==> src/rtl/bin2bcd_seq.sv <==
// Sequential shift-add-3 (double-dabble) binary to packed BCD converter with counter Din/Load handoff.
// Optional build macro BIN2BCD_SAT_EN: saturate bcd_out/din_out to all nines on overflow.
module bin2bcd_seq #(
    parameter int unsigned BIN_W  = 8,
    parameter int unsigned DIGITS = 3
) (
    input  logic                  clk,
    input  logic                  rst_n,
    input  logic                  start,
    input  logic [BIN_W-1:0]      bin_in,
    output logic                  busy,
    output logic                  done,
    output logic [4*DIGITS-1:0]   bcd_out,
    output logic                  ovf,
    output logic                  load_out,
    output logic [3:0]            din_out
);

    localparam int unsigned     W    = 4 * DIGITS;
    localparam int unsigned     CW   = $clog2(BIN_W + 1);
    localparam logic [CW-1:0]   LAST = CW'(BIN_W - 1);
`ifdef BIN2BCD_SAT_EN
    localparam logic [W-1:0]    NINES = {DIGITS{4'h9}};
`endif

    typedef enum logic [1:0] {S_IDLE, S_SHIFT, S_DONE} state_t;

    state_t           state_q, state_d;
    logic [BIN_W-1:0] bin_q, bin_d;
    logic [W-1:0]     acc_q, acc_d;
    logic             sticky_q, sticky_d;
    logic [CW-1:0]    cnt_q, cnt_d;
    logic [W-1:0]     bcd_q, bcd_d;
    logic             ovf_q, ovf_d;

    logic [W-1:0]     adj;
    logic [W-1:0]     acc_sh;
    logic [BIN_W-1:0] bin_sh;
    logic             accept;

    always_ff @(posedge clk or negedge rst_n) begin
        if (!rst_n) begin
            state_q  <= S_IDLE;
            bin_q    <= '0;
            acc_q    <= '0;
            sticky_q <= 1'b0;
            cnt_q    <= '0;
            bcd_q    <= '0;
            ovf_q    <= 1'b0;
        end else begin
            state_q  <= state_d;
            bin_q    <= bin_d;
            acc_q    <= acc_d;
            sticky_q <= sticky_d;
            cnt_q    <= cnt_d;
            bcd_q    <= bcd_d;
            ovf_q    <= ovf_d;
        end
    end

    // Per-digit add-3 correction; digits are independent, no inter-digit carry.
    always_comb begin
        adj = '0;
        for (int unsigned i = 0; i < DIGITS; i++) begin
            if (acc_q[4*i +: 4] >= 4'd5)
                adj[4*i +: 4] = acc_q[4*i +: 4] + 4'd3;
            else
                adj[4*i +: 4] = acc_q[4*i +: 4];
        end
    end

    assign acc_sh = {adj[W-2:0], bin_q[BIN_W-1]};
    assign bin_sh = bin_q << 1;
    assign accept = start && (state_q != S_SHIFT);

    always_comb begin
        state_d  = state_q;
        bin_d    = bin_q;
        acc_d    = acc_q;
        sticky_d = sticky_q;
        cnt_d    = cnt_q;
        bcd_d    = bcd_q;
        ovf_d    = ovf_q;
        case (state_q)
            S_SHIFT: begin
                acc_d    = acc_sh;
                bin_d    = bin_sh;
                sticky_d = sticky_q | adj[W-1];
                cnt_d    = cnt_q + CW'(1);
                // Results are latched on the final shift so they are valid while done is high.
                if (cnt_q == LAST) begin
                    state_d = S_DONE;
                    ovf_d   = sticky_d;
`ifdef BIN2BCD_SAT_EN
                    bcd_d   = sticky_d ? NINES : acc_sh;
`else
                    bcd_d   = acc_sh;
`endif
                end
            end
            S_DONE:  state_d = S_IDLE;
            default: state_d = S_IDLE;
        endcase
        if (accept) begin
            state_d  = S_SHIFT;
            bin_d    = bin_in;
            acc_d    = '0;
            sticky_d = 1'b0;
            cnt_d    = '0;
        end
    end

    always_comb begin
        busy     = (state_q == S_SHIFT);
        done     = (state_q == S_DONE);
        load_out = (state_q == S_DONE);
    end

    assign bcd_out = bcd_q;
    assign din_out = bcd_q[3:0];
    assign ovf     = ovf_q;

endmodule

==> config.mk <==
export PLATFORM = sky130hd
export DESIGN_NAME = bin2bcd_seq
export DESIGN_NICKNAME = d
export VERILOG_FILES = /design/src/rtl/bin2bcd_seq.sv
export SDC_FILE = /design/constraint.sdc
export NUM_CORES = 1
export LEC_CHECK = 0
export CAP_MARGIN = 40
export CORE_MARGIN = 2
export CORE_UTILIZATION = 45
export DETAILED_ROUTE_END_ITERATION = 8
export GPL_TIMING_DRIVEN = 0
export PLACE_DENSITY = 0.77
export SETUP_SLACK_MARGIN = 0.2
export SLEW_MARGIN = 20
export SYNTH_ARGS = -nofsm -noshare
export SYNTH_HDL_FRONTEND = slang
export SYNTH_SLANG_ARGS = --single-unit
==> constraint.sdc <==
create_clock -name clk -period 2.25 [get_ports clk]
set_clock_uncertainty 0.15 [all_clocks]
set_input_delay 0.45 -clock clk [delete_from_list [all_inputs] [get_ports clk]]
set_output_delay 0.45 -clock clk [all_outputs]
set_load 0.005 [all_outputs]
[Yosys cells after proc, flatten, opt, wreduce, memory -nomap -nowiden]
Index checks and enable logic that the tools add are counted.
Word-level totals
  latch bits: 0
  output and inout port bits: 20
  input port bits: 11
  memories kept: 0
  ROM bits: 0
  flip-flop bits (word level): 40
  RAM bits: 0
  logic and storage cells: 37
Operators by class
  bitwise gates (word level): 1
  $add $sub $neg: 4
  mux-type cells: 14
  shifts and indexed selects: 0
  $lt $le $gt $ge: 3
  equal/unequal tests: 5
  div/mod/pow operators: 0
  reductions and logical operators: 3
  multipliers: 0
Operator list (number)
  $mux W12: 2
  $mux W4: 5
  $mux W8: 2
  $add A4 B2 Y4 const B: 3
  $ge A4 B3 Y1 const B: 3
  $mux W2: 3
  $add A4 B1 Y4 const B: 1
  $eq A4 B3 Y1 const B: 1
  $ne A3 B1 Y1 const B: 1
  $eq A2 B1 Y1 const B: 1
  $eq A2 B2 Y1 const B: 1
  $mux W1: 2
  $ne A2 B1 Y1 const B: 1
  $reduce_and A2 Y1: 1
  $reduce_bool A2 Y1: 1
  $logic_and A1 B1 Y1: 1
  $or A1 B1 Y1: 1

[Longest topological paths before layout]
Gate-level depths: netlist of the first run.
  depth in word-level cells: 5
  mapped depth: 6
  depth with buffers taken out: 6

[Worst setup path before layout of the first run]
OpenSTA, ideal clock, no wires.
  path type: register to register
  start: reg acc_q[8]
  end: reg bcd_q[10], in the netlist bcd_out[10]
  path buffers: 0
  period minus slack after synthesis: 1.608 ns
  cell stages (with the launch flop): 7
  data arrival time: 1.381 ns
  setup time: 0.076 ns
  required time: 2.024 ns
  slack: 0.642 ns
  cells stage by stage: dfrtp_1 -> inv_1 -> ha_1 -> nand2b_1 -> a21oi_2 -> mux2_4 -> o21ai_1
Between the ends
  cells in the longest elaborated chain, start to end: 2
  elaborated cells on any way between the ends: 3
  those cells by class: add/sub (1); order compare (1); mux (1)
RTL lines
  start, declared: line 30  | logic [W-1:0] acc_q, acc_d;
  start signal, assigned: line 45  | acc_q <= '0;
  start signal, assigned: line 53  | acc_q <= acc_d;
  $add A4 B2 Y4 or $ge A4 B3 Y1 (tied branches): line 66, 65
  $mux W4 *: line 65  | if (acc_q[4*i +: 4] >= 4'd5)
  end signal, assigned: line 48  | bcd_q <= '0;
  end signal, assigned: line 56  | bcd_q <= bcd_d;
  end, declared: line 33  | logic [W-1:0] bcd_q, bcd_d;
Every way passes the cells marked *; elsewhere a longest branch is shown, timed or not.
A chain may end at the register's enable or synchronous reset.

[Final worst setup path of the first run]
  start: reg state_q[0]
  end: out done
Between the ends
  cells in the longest elaborated chain, start to end: 1
RTL lines
  start, declared: line 28  | state_t state_q, state_d;
  start signal, assigned: line 51  | state_q <= state_d;
  $eq A2 B2 Y1: line 115  | done = (state_q == S_DONE);
  end, declared: line 12  | output logic done,
No other way between the ends.

==> impl_metrics.yaml, run 1 <==
status:
  run_status: "completed"
synthesis:
  ys_top_cells_by_area: "sky130_fd_sc_hd__dfrtp_1, sky130_fd_sc_hd__o21ai_1, sky130_fd_sc_hd__nand2_1"
  syn_area_mm2: 0.00198
  yosys_register_bits: 40
  yosys.area.top_type: "sky130_fd_sc_hd__dfrtp_1"
  postSynthAreaPerCell_um2: 10.1
  synth_largest_type_area_fraction_pct: 50.6
  synth_enable_flop_cells: 0
  synth_warnings: 0
  synth.net_count: 213
  async_reset_ff_share_pct: 100
  synth_ff_type: "sky130_fd_sc_hd__dfrtp_1"
  netlist_instances: 195
  yosysUniqueCellTypes: 30
  synth-seq-area-share_pct: 50.6
clock_network:
  cts.sink_count: 40
  clock_path_buffers: 2
  clk_latency_ns: 0.29
  cts_tree: "yes"
  ctsHtreeMaxLevel: 2
  numCtsBuffers: 5
  cts_root_buffer: "sky130_fd_sc_hd__clkbuf_8"
  clkSlewWorstSetupHoldPaths_ns: 0.08
timing:
  timing.final.hold_violations: 0
  slew_headroom_pct: 72.9
  clock.fmax_mhz: 513
  maxSlewViolCount: 0
  rsz_0062_raised_after_global_routing: "false"
  slew_at_the_pin_closest_to_its_max_slew_limit_ns: 0.406
  finalSetupViolCount: 0
  period_minus_slack_ns: 1.95
  whs_ns: 0.335
  finalCritPeriodShare_pct: 86.7
global_routing:
  pin_count_of_the_biggest_net_entering_global_routing: 29
  global_route_wire_length_before_repair_um: 6450
  gr-usage-all-layers_pct: 16.5
  grt_overflow: 0
  number_of_antenna_violations_at_the_first_check_in_global_routing: 0
  first_global_vias: 1439
placed_design:
  routabilityCongestion: 0.887
  placed_cells_incl_taps: 277
  placement.cell_area_mm2: 0.00235
  dpl.hpwl_um: 2670
  quantity_of_i_o_buffers_inserted_on_ports: 29
route:
  drt_first_iter_violations: 58
  detail_route.vias_per_cell: 5.09
  route.vias.total: 1460
  drt-total-wl_um: 3600
  routedWlPerCell_um: 12.5
  first_pass_iters: 4
  drc_errors: 0
  drtAntennaViolNets: 0
layout:
  layout_commonest_cell: "sky130_fd_sc_hd__dfrtp_1"
  area_delta_synth_final_pct: 26.3
  design_area_mm2: 0.00250
  mostFrequentLayoutCells: "sky130_fd_sc_hd__dfrtp_1, sky130_fd_sc_hd__o21ai_1, sky130_fd_sc_hd__nand2_1"
  n_antenna_cell: 0
  drive_gt1_share_pct: 14.5
  fin_cells: 287
  final_nets: 252
critical_path:
  critical_path_peak_fanout: 2
  worst-endpoint-required_ns: 1.65
  arrival_ns: 1.35
  path_class: "flop to output port"
  timing.critical_path.to_type: "output port"
  worstSetupStartpointType: "flop"
job:
  drv.max_cap_violation_count: 0
power_and_ir_drop:
  power.leakage_nw: 1.14
  power.density_cell_area_mw_per_mm2: 1470
  p_total_mw: 3.66
  ir_drop_mv: 0.465
floorplan:
  rows: 24
  floorplan.die.height_um: 70.3
  floorplan.core_area_mm2: 0.00429
  design.portCount: 31
  initial_core_util_pct: 46.0
  fp.dieArea_mm2: 0.00494
  floorplan.die.width_um: 70.3
worst_hold_path:
  hold_class: "flop to flop"
[repair_timing]
action / in CTS / in global routing
hold buffers: 1 / 0
resized for setup: 4 / 0
endpoints found under the setup margin: 2 / 0
hold endpoints to repair: 12 / 0
buffers inserted: 1 / 0
[power breakdown]
part / total (mW) / leakage, nW / switching, mW / internal [mW]
Combinational: 1.76 / 0.571 / 0.874 / 0.890
Sequential: 1.26 / 0.506 / 0.236 / 1.03
Clock: 0.637 / 0.0645 / 0.246 / 0.391
[final timing paths]
path                       cells after the start  slack [ns]                      to              startpoint
max in group asynchronous                      3        1.09    cnt_q[0]$_DFFE_PN0P_                   rst_n
setup / recovery                               2        0.30                    done  state_q[0]$_DFFE_PN0P_
setup reg to reg                               6        0.46  bcd_out[2]$_DFFE_PN0P_    acc_q[0]$_DFFE_PN0P_
hold / removal                                 2        0.33    bin_q[7]$_DFFE_PN0P_    bin_q[6]$_DFFE_PN0P_
hold reg to reg                                2        0.33    bin_q[7]$_DFFE_PN0P_    bin_q[6]$_DFFE_PN0P_
min in group asynchronous                      2        0.42  bcd_out[5]$_DFFE_PN0P_                   rst_n
[metal layers]
layer  part of all wire (%)  vias to the layer above  routed length [um]  GRT usage, %
li1                       -                      744                   -             -
met1                     47                      677                1680          21.6
met2                     47                       34                1690          26.6
met3                    4.2                        5                 151          3.90
met4                    2.0                        0                  71          6.41
met5                      0                        -                   0             0
[layout make-up]
cell class / count / area, um2
Clock buffer: 7 / 96.3
Fill cell: 402 / 1800
Sequential cell: 40 / 1000
Tap cell: 52 / 65.1
Clock inverter: 1 / 30.0
Timing Repair Buffer: 32 / 320
Buffer: 14 / 97.6
Multi-Input combinational cell: 133 / 856
Inverter: 8 / 30.0
[stage by stage]
step                setup WS [ns]  util [%]  TNS, ns
finish                      0.299      58.1        0
detailed placement          0.233      54.7        0
CTS                         0.281      58.1        0
global placement           -0.386      54.3   -15.35
floorplan                   0.642         -        0
global route                0.215      58.1        0
[state kept, by name (all words and copies together) (netlist names)]
register  count
ovf           1
sticky_q      1
acc_q        12
bcd_out      12
bin_q         8
cnt_q         4
state_q       2
[synth_stat cells, types with 5 or more instances]
cell and n:
sky130_fd_sc_hd__a21oi_1 6, sky130_fd_sc_hd__buf_2 6, sky130_fd_sc_hd__buf_4 6, sky130_fd_sc_hd__dfrtp_1 40, sky130_fd_sc_hd__ha_1 7, sky130_fd_sc_hd__inv_1 7, sky130_fd_sc_hd__mux2i_1 8, sky130_fd_sc_hd__nand2_1 29
sky130_fd_sc_hd__nor3b_1 6, sky130_fd_sc_hd__o21ai_1 38, sky130_fd_sc_hd__or3_1 5
[cells by family (layout without fill, tap and decap cells)]
group	Yosys count	in the layout	share of synthesized area [%]
fa+ha+maj	7	7	4.43
simple gates	61	61	16.9
xor+xnor	4	4	1.77
mux	12	12	6.90
compound gates	49	49	13.3
flops	40	40	50.6
buf+inv	22	62	6.08
[worst max-delay path, stage by stage, from the launching register on]
cell	delay, ns
sky130_fd_sc_hd__dfrtp_1	0.41
sky130_fd_sc_hd__nor2b_1	0.15
sky130_fd_sc_hd__clkdlybuf4s50_1	0.51
Note: power is estimated with default switching activity, not from simulation.
==> inputs of run 2 (changes only) <==
Settings changed: CORE_MARGIN 2 to unset.
==> run 2 against run 1 <==
Effect of this change:
- final cell count down 0.70%
- combinational power about the same
- sequential power about the same
- critical path type unchanged
==> impl_metrics.yaml, run 2 (synthesis results as in run 1) <==
layout:
  design_area_mm2: 0.00246
  drive_gt1_share_pct: 13.6
  area_delta_synth_final_pct: 24.3
  mostFrequentLayoutCells: "sky130_fd_sc_hd__dfrtp_1, sky130_fd_sc_hd__o21ai_1, sky130_fd_sc_hd__nand2_1"
  n_antenna_cell: 0
  final_nets: 252
  layout_commonest_cell: "sky130_fd_sc_hd__dfrtp_1"
timing:
  finalCritPeriodShare_pct: 87.8
  whs_ns: 0.333
  slew_headroom_pct: 72.7
  tns_ns: 0
  timing.final.hold_violations: 0
  slew_at_the_pin_closest_to_its_max_slew_limit_ns: 0.410
  rsz_0062_raised_after_global_routing: "false"
  post_route_worst_setup_slack_ns: 0.274
  finalSetupViolCount: 0
  clock.fmax_mhz: 506
  maxSlewViolCount: 0
  period_minus_slack_ns: 1.98
power_and_ir_drop:
  power.leakage_nw: 1.12
  power.internal_mw: 2.17
  share_comb_of_total_power_pct: 50.2
  clockPowerShare_pct: 13.8
  ir_drop_mv: 0.688
  power.density_cell_area_mw_per_mm2: 1430
  seq_power_share_pct: 36.0
  p_total_mw: 3.52
  switching_share_pct: 38.3
  switching_power_mw: 1.35
critical_path:
  critical_path_peak_fanout: 2
  worstSetupStartpointType: "flop"
  crit_chain: "nor2b_1, clkdlybuf4s50_1"
  arrival_ns: 1.38
  path_class: "flop to output port"
  critical-path-max-stage-delay_ns: 0.52
  worst-endpoint-required_ns: 1.65
  timing.critical_path.to_type: "output port"
  critical-path-slowest-cell: "sky130_fd_sc_hd__clkdlybuf4s50_1"
route:
  route.vias.total: 1475
  drt-total-wl_um: 3600
  routedWlPerCell_um: 12.6
  detail_route.vias_per_cell: 5.18
  drt_first_iter_violations: 66
  drtAntennaViolNets: 0
  first_pass_iters: 4
  drc_errors: 0
floorplan:
  floorplan.core_area_mm2: 0.00412
  rows: 23
  floorplan.die.height_um: 68.3
  initial_core_util_pct: 48.0
  design.portCount: 31
  floorplan.die.width_um: 68.3
  fp.dieArea_mm2: 0.00466
global_routing:
  grt_overflow: 0
  pin_count_of_the_biggest_net_entering_global_routing: 29
  number_of_antenna_violations_at_the_first_check_in_global_routing: 0
  global_route_wire_length_before_repair_um: 5980
  gr-usage-all-layers_pct: 17.6
  first_global_vias: 1363
placed_design:
  placement.cell_area_mm2: 0.00234
  routabilityCongestion: 0.789
  dpl.hpwl_um: 2670
  preCtsSetupSlack_ns: 0.224
  quantity_of_i_o_buffers_inserted_on_ports: 29
clock_network:
  numCtsBuffers: 5
  clkSlewWorstSetupHoldPaths_ns: 0.07
  cts_tree: "yes"
  cts.sink_count: 40
  ctsHtreeMaxLevel: 2
  clock_path_buffers: 2
  clk_latency_ns: 0.29
  cts_root_buffer: "sky130_fd_sc_hd__clkbuf_8"
worst_hold_path:
  hold_class: "flop to flop"
job:
  drv.max_cap_violation_count: 0
status:
  run_status: "completed"
[run 2: final timing paths]
path	from	endpoint	slack [ns]	depth (start not counted)
worst max-delay path	state_q[0]$_DFFE_PN0P_	done	0.27	2
worst min-delay path	bin_q[4]$_DFFE_PN0P_	bin_q[5]$_DFFE_PN0P_	0.33	2
worst max register to register	acc_q[0]$_DFFE_PN0P_	acc_q[2]$_DFFE_PN0P_	0.47	6
worst min register to register	bin_q[4]$_DFFE_PN0P_	bin_q[5]$_DFFE_PN0P_	0.33	2
max in group asynchronous	rst_n	cnt_q[1]$_DFFE_PN0P_	1.07	3
min in group asynchronous	rst_n	bcd_out[10]$_DFFE_PN0P_	0.43	2
[run 2: what timing repair did]
item,CTS,global route
resized for setup,4,0
hold endpoints to repair,12,0
buffers inserted,1,0
hold buffers,1,0
setup endpoints to repair,2,0
[run 2: metrics by stage]
step | std cells | utilization [%]
2_1_floorplan | 195 | -
3_3_place_gp | 274 | 56.6
3_5_place_dp | 275 | 57.0
4_1_cts | 285 | 59.7
5_1_grt | 285 | 59.7
6_report | 285 | 59.7
[run 2: worst max-delay path, delay by kind of cell, from the launching register on]
family,cells,cell delay (ns)
buf+inv,1,0.52
flops,1,0.42
simple gates,1,0.16
[run 2: cell type report]
| type | count | area, um2 |
|---|---|---|
| fill | 365 | 1660 |
| sequential | 40 | 1000 |
| multi-input combinational | 133 | 856 |
| timing repair buffer | 32 | 320 |
| buffer | 14 | 97.6 |
| clock buffer | 8 | 90.1 |
| tap | 50 | 62.6 |
| inverter | 8 | 30.0 |
[run 2: per-layer routing]
layer / part of all wire, % / vias up / global-route usage, %
li1: - / 739 / -
met1: 48 / 697 / 23.1
met2: 47 / 32 / 28.2
met3: 3.3 / 7 / 3.67
met4: 1.4 / 0 / 7.03
met5: 0 / - / 0
[run 2: power groups by stage]
stage / Sequential [mW] / Combinational (mW) / Clock [mW]
CTS: 1.26 / 1.79 / 0.499
global placement: 1.26 / 1.69 / 0
floorplan: 1.24 / 1.20 / 0
global route: 1.31 / 2.00 / 0.520
finish: 1.27 / 1.76 / 0.486
detailed placement: 1.28 / 1.76 / 0
==> inputs of run 3 (changes only) <==
Settings changed: CORE_UTILIZATION 45 to 53, GPL_ROUTABILITY_DRIVEN set to 0, PLACE_DENSITY 0.77 to 0.87, SLEW_MARGIN 20 to unset.
==> run 3 against run 2 <==
Effect of this change:
- clock power is 0.8% lower
- wire length is 5.4% higher
- non-clock buffer count is 3 higher
==> impl_metrics.yaml, run 3 (synthesis results as in run 1) <==
route:
  drt-total-wl_um: 3790
  route.vias.total: 1523
  drtAntennaViolNets: 0
  first_pass_iters: 4
  drt_first_iter_violations: 37
  routedWlPerCell_um: 13.3
  detail_route.vias_per_cell: 5.36
  drc_errors: 0
global_routing:
  first_global_vias: 1493
  gr-usage-all-layers_pct: 22.2
  global_route_wire_length_before_repair_um: 6640
  grt_overflow: 0
  pin_count_of_the_biggest_net_entering_global_routing: 22
  number_of_antenna_violations_at_the_first_check_in_global_routing: 0
clock_network:
  numCtsBuffers: 5
  cts.sink_count: 40
  ctsHtreeMaxLevel: 2
  cts_root_buffer: "sky130_fd_sc_hd__clkbuf_8"
  clkSlewWorstSetupHoldPaths_ns: 0.07
  clock_path_buffers: 2
  cts_tree: "yes"
  clk_latency_ns: 0.29
layout:
  final_nets: 255
  fin_cells: 284
  drive_gt1_share_pct: 15.1
  n_antenna_cell: 0
  mostFrequentLayoutCells: "sky130_fd_sc_hd__dfrtp_1, sky130_fd_sc_hd__o21ai_1, sky130_fd_sc_hd__nand2_1"
  area_delta_synth_final_pct: 25.9
  design_area_mm2: 0.00249
  layout_commonest_cell: "sky130_fd_sc_hd__dfrtp_1"
critical_path:
  critical_path_peak_fanout: 2
  worstSetupStartpointType: "flop"
  critical-path-slowest-cell: "sky130_fd_sc_hd__clkdlybuf4s50_1"
  worst-endpoint-required_ns: 1.65
  timing.critical_path.to_type: "output port"
  r2r_end: "acc_q[2]$_DFFE_PN0P_"
  timing.rr.start: "acc_q[0]$_DFFE_PN0P_"
  arrival_ns: 1.39
  reg2reg_depth: 6
  worst-r2r-setup-slack_ns: 0.45
  crit_chain: "nor2b_2, buf_4, clkdlybuf4s50_1"
  critical-path-max-stage-delay_ns: 0.48
  path_class: "flop to output port"
timing:
  post_route_worst_setup_slack_ns: 0.259
  maxSlewViolCount: 0
  rsz_0062_raised_after_global_routing: "true"
  finalSetupViolCount: 0
  finalCritPeriodShare_pct: 88.5
  clock.fmax_mhz: 502
  period_minus_slack_ns: 1.99
  slew_at_the_pin_closest_to_its_max_slew_limit_ns: 0.495
  timing.final.hold_violations: 0
  slew_headroom_pct: 67.0
floorplan:
  floorplan.die.width_um: 63.1
  rows: 21
  floorplan.core_area_mm2: 0.00344
  design.portCount: 31
  initial_core_util_pct: 57.4
  floorplan.die.height_um: 63.1
  fp.dieArea_mm2: 0.00398
placed_design:
  preCtsSetupSlack_ns: 0.239
  placement.cell_area_mm2: 0.00235
  dpl.hpwl_um: 2650
  placed_cells_incl_taps: 271
  quantity_of_i_o_buffers_inserted_on_ports: 29
worst_hold_path:
  min_to: "bcd_out[11]$_DFFE_PN0P_"
  hold_class: "flop to flop"
  worst_hold_path.num_cells: 2
  beginning_of_the_worst_hold_path: "bcd_out[11]$_DFFE_PN0P_"
power_and_ir_drop:
  ir_drop_mv: 0.722
  power.density_cell_area_mw_per_mm2: 1450
  power.internal_mw: 2.20
  switching_power_mw: 1.40
  switching_share_pct: 38.8
  share_comb_of_total_power_pct: 51.4
  clockPowerShare_pct: 13.4
  power.leakage_nw: 1.14
  seq_power_share_pct: 35.2
status:
  run_status: "completed"
job:
  drv.max_cap_violation_count: 0
-- run 3: cell types whose count changed in the layout (fill, tap and decap cells not counted), sizes merged --
| cell | before | now |
|---|---|---|
| buf | 16 | 19 |
| clkdlybuf4s15 | 0 | 1 |
| dlygate4sd2 | 2 | 1 |
-- run 3: what timing repair did --
action | CTS | global route
resized for setup | 4 | 3
hold buffers | 1 | 0
hold endpoints to repair | 19 | 0
setup endpoints to repair | 2 | 2
setup buffers | 3 | 1
-- run 3: power by group through the flow --
stage	logic (mW)	registers, mW	clock network [mW]
finish	1.85	1.27	0.482
global route	2.06	1.31	0.528
CTS	1.82	1.26	0.502
detailed placement	1.75	1.28	0
global placement	1.68	1.26	0
floorplan	1.20	1.24	0
-- run 3: routing by layer --
metal  part of all wire (%)  GRT usage, %  vias up  routed length, um
met3                    4.3          4.71       12                164
met2                     48          37.1       42               1820
li1                       -             -      749                  -
met5                      0             0        -                  0
met1                     45          26.6      720               1690
met4                    3.0          12.2        0                114
-- run 3: area by class of cell --
class	instances	area, um2
Sequential cell	40	1000
Clock buffer	8	90.1
Multi-Input combinational cell	133	858
Inverter	8	32.5
Tap cell	46	57.6
Fill cell	256	953
Buffer	14	97.6
Timing Repair Buffer	35	352
-- run 3: per-stage QoR --
| step | hold slack (ns) | power, mW | setup TNS [ns] | util [%] |
|---|---|---|---|---|
| 5_1_grt | 0.360 | 3.90 | 0 | 72.3 |
| 3_5_place_dp | 0.294 | 3.03 | 0 | 68.2 |
| 2_1_floorplan | 0.00441 | 2.44 | 0 | - |
| 3_3_place_gp | 0.315 | 2.94 | -14.54 | 67.5 |
| 4_1_cts | 0.342 | 3.58 | 0 | 71.9 |
| 6_report | 0.333 | 3.60 | 0 | 72.3 |
-- run 3: worst max path at each step --
stage / slack, ns / cells past startpoint / to / startpoint
after floorplan: 0.64 / 6 / bcd_out[10]$_DFFE_PN0P_ / acc_q[8]$_DFFE_PN0P_
after global placement: -0.36 / 1 / bcd_out[3]$_DFFE_PN0P_ / rst_n
after detailed placement: 0.24 / 5 / busy / state_q[1]$_DFFE_PN0P_
after CTS: 0.21 / 6 / busy / state_q[0]$_DFFE_PN0P_
after global routing: 0.20 / 3 / done / state_q[0]$_DFFE_PN0P_
final: 0.26 / 3 / done / state_q[0]$_DFFE_PN0P_
-- run 3: critical path, delay by kind of cell, from the launching register on --
kind | cells | cell delay [ns]
buf+inv | 2 | 0.59
flops | 1 | 0.39
simple gates | 1 | 0.13
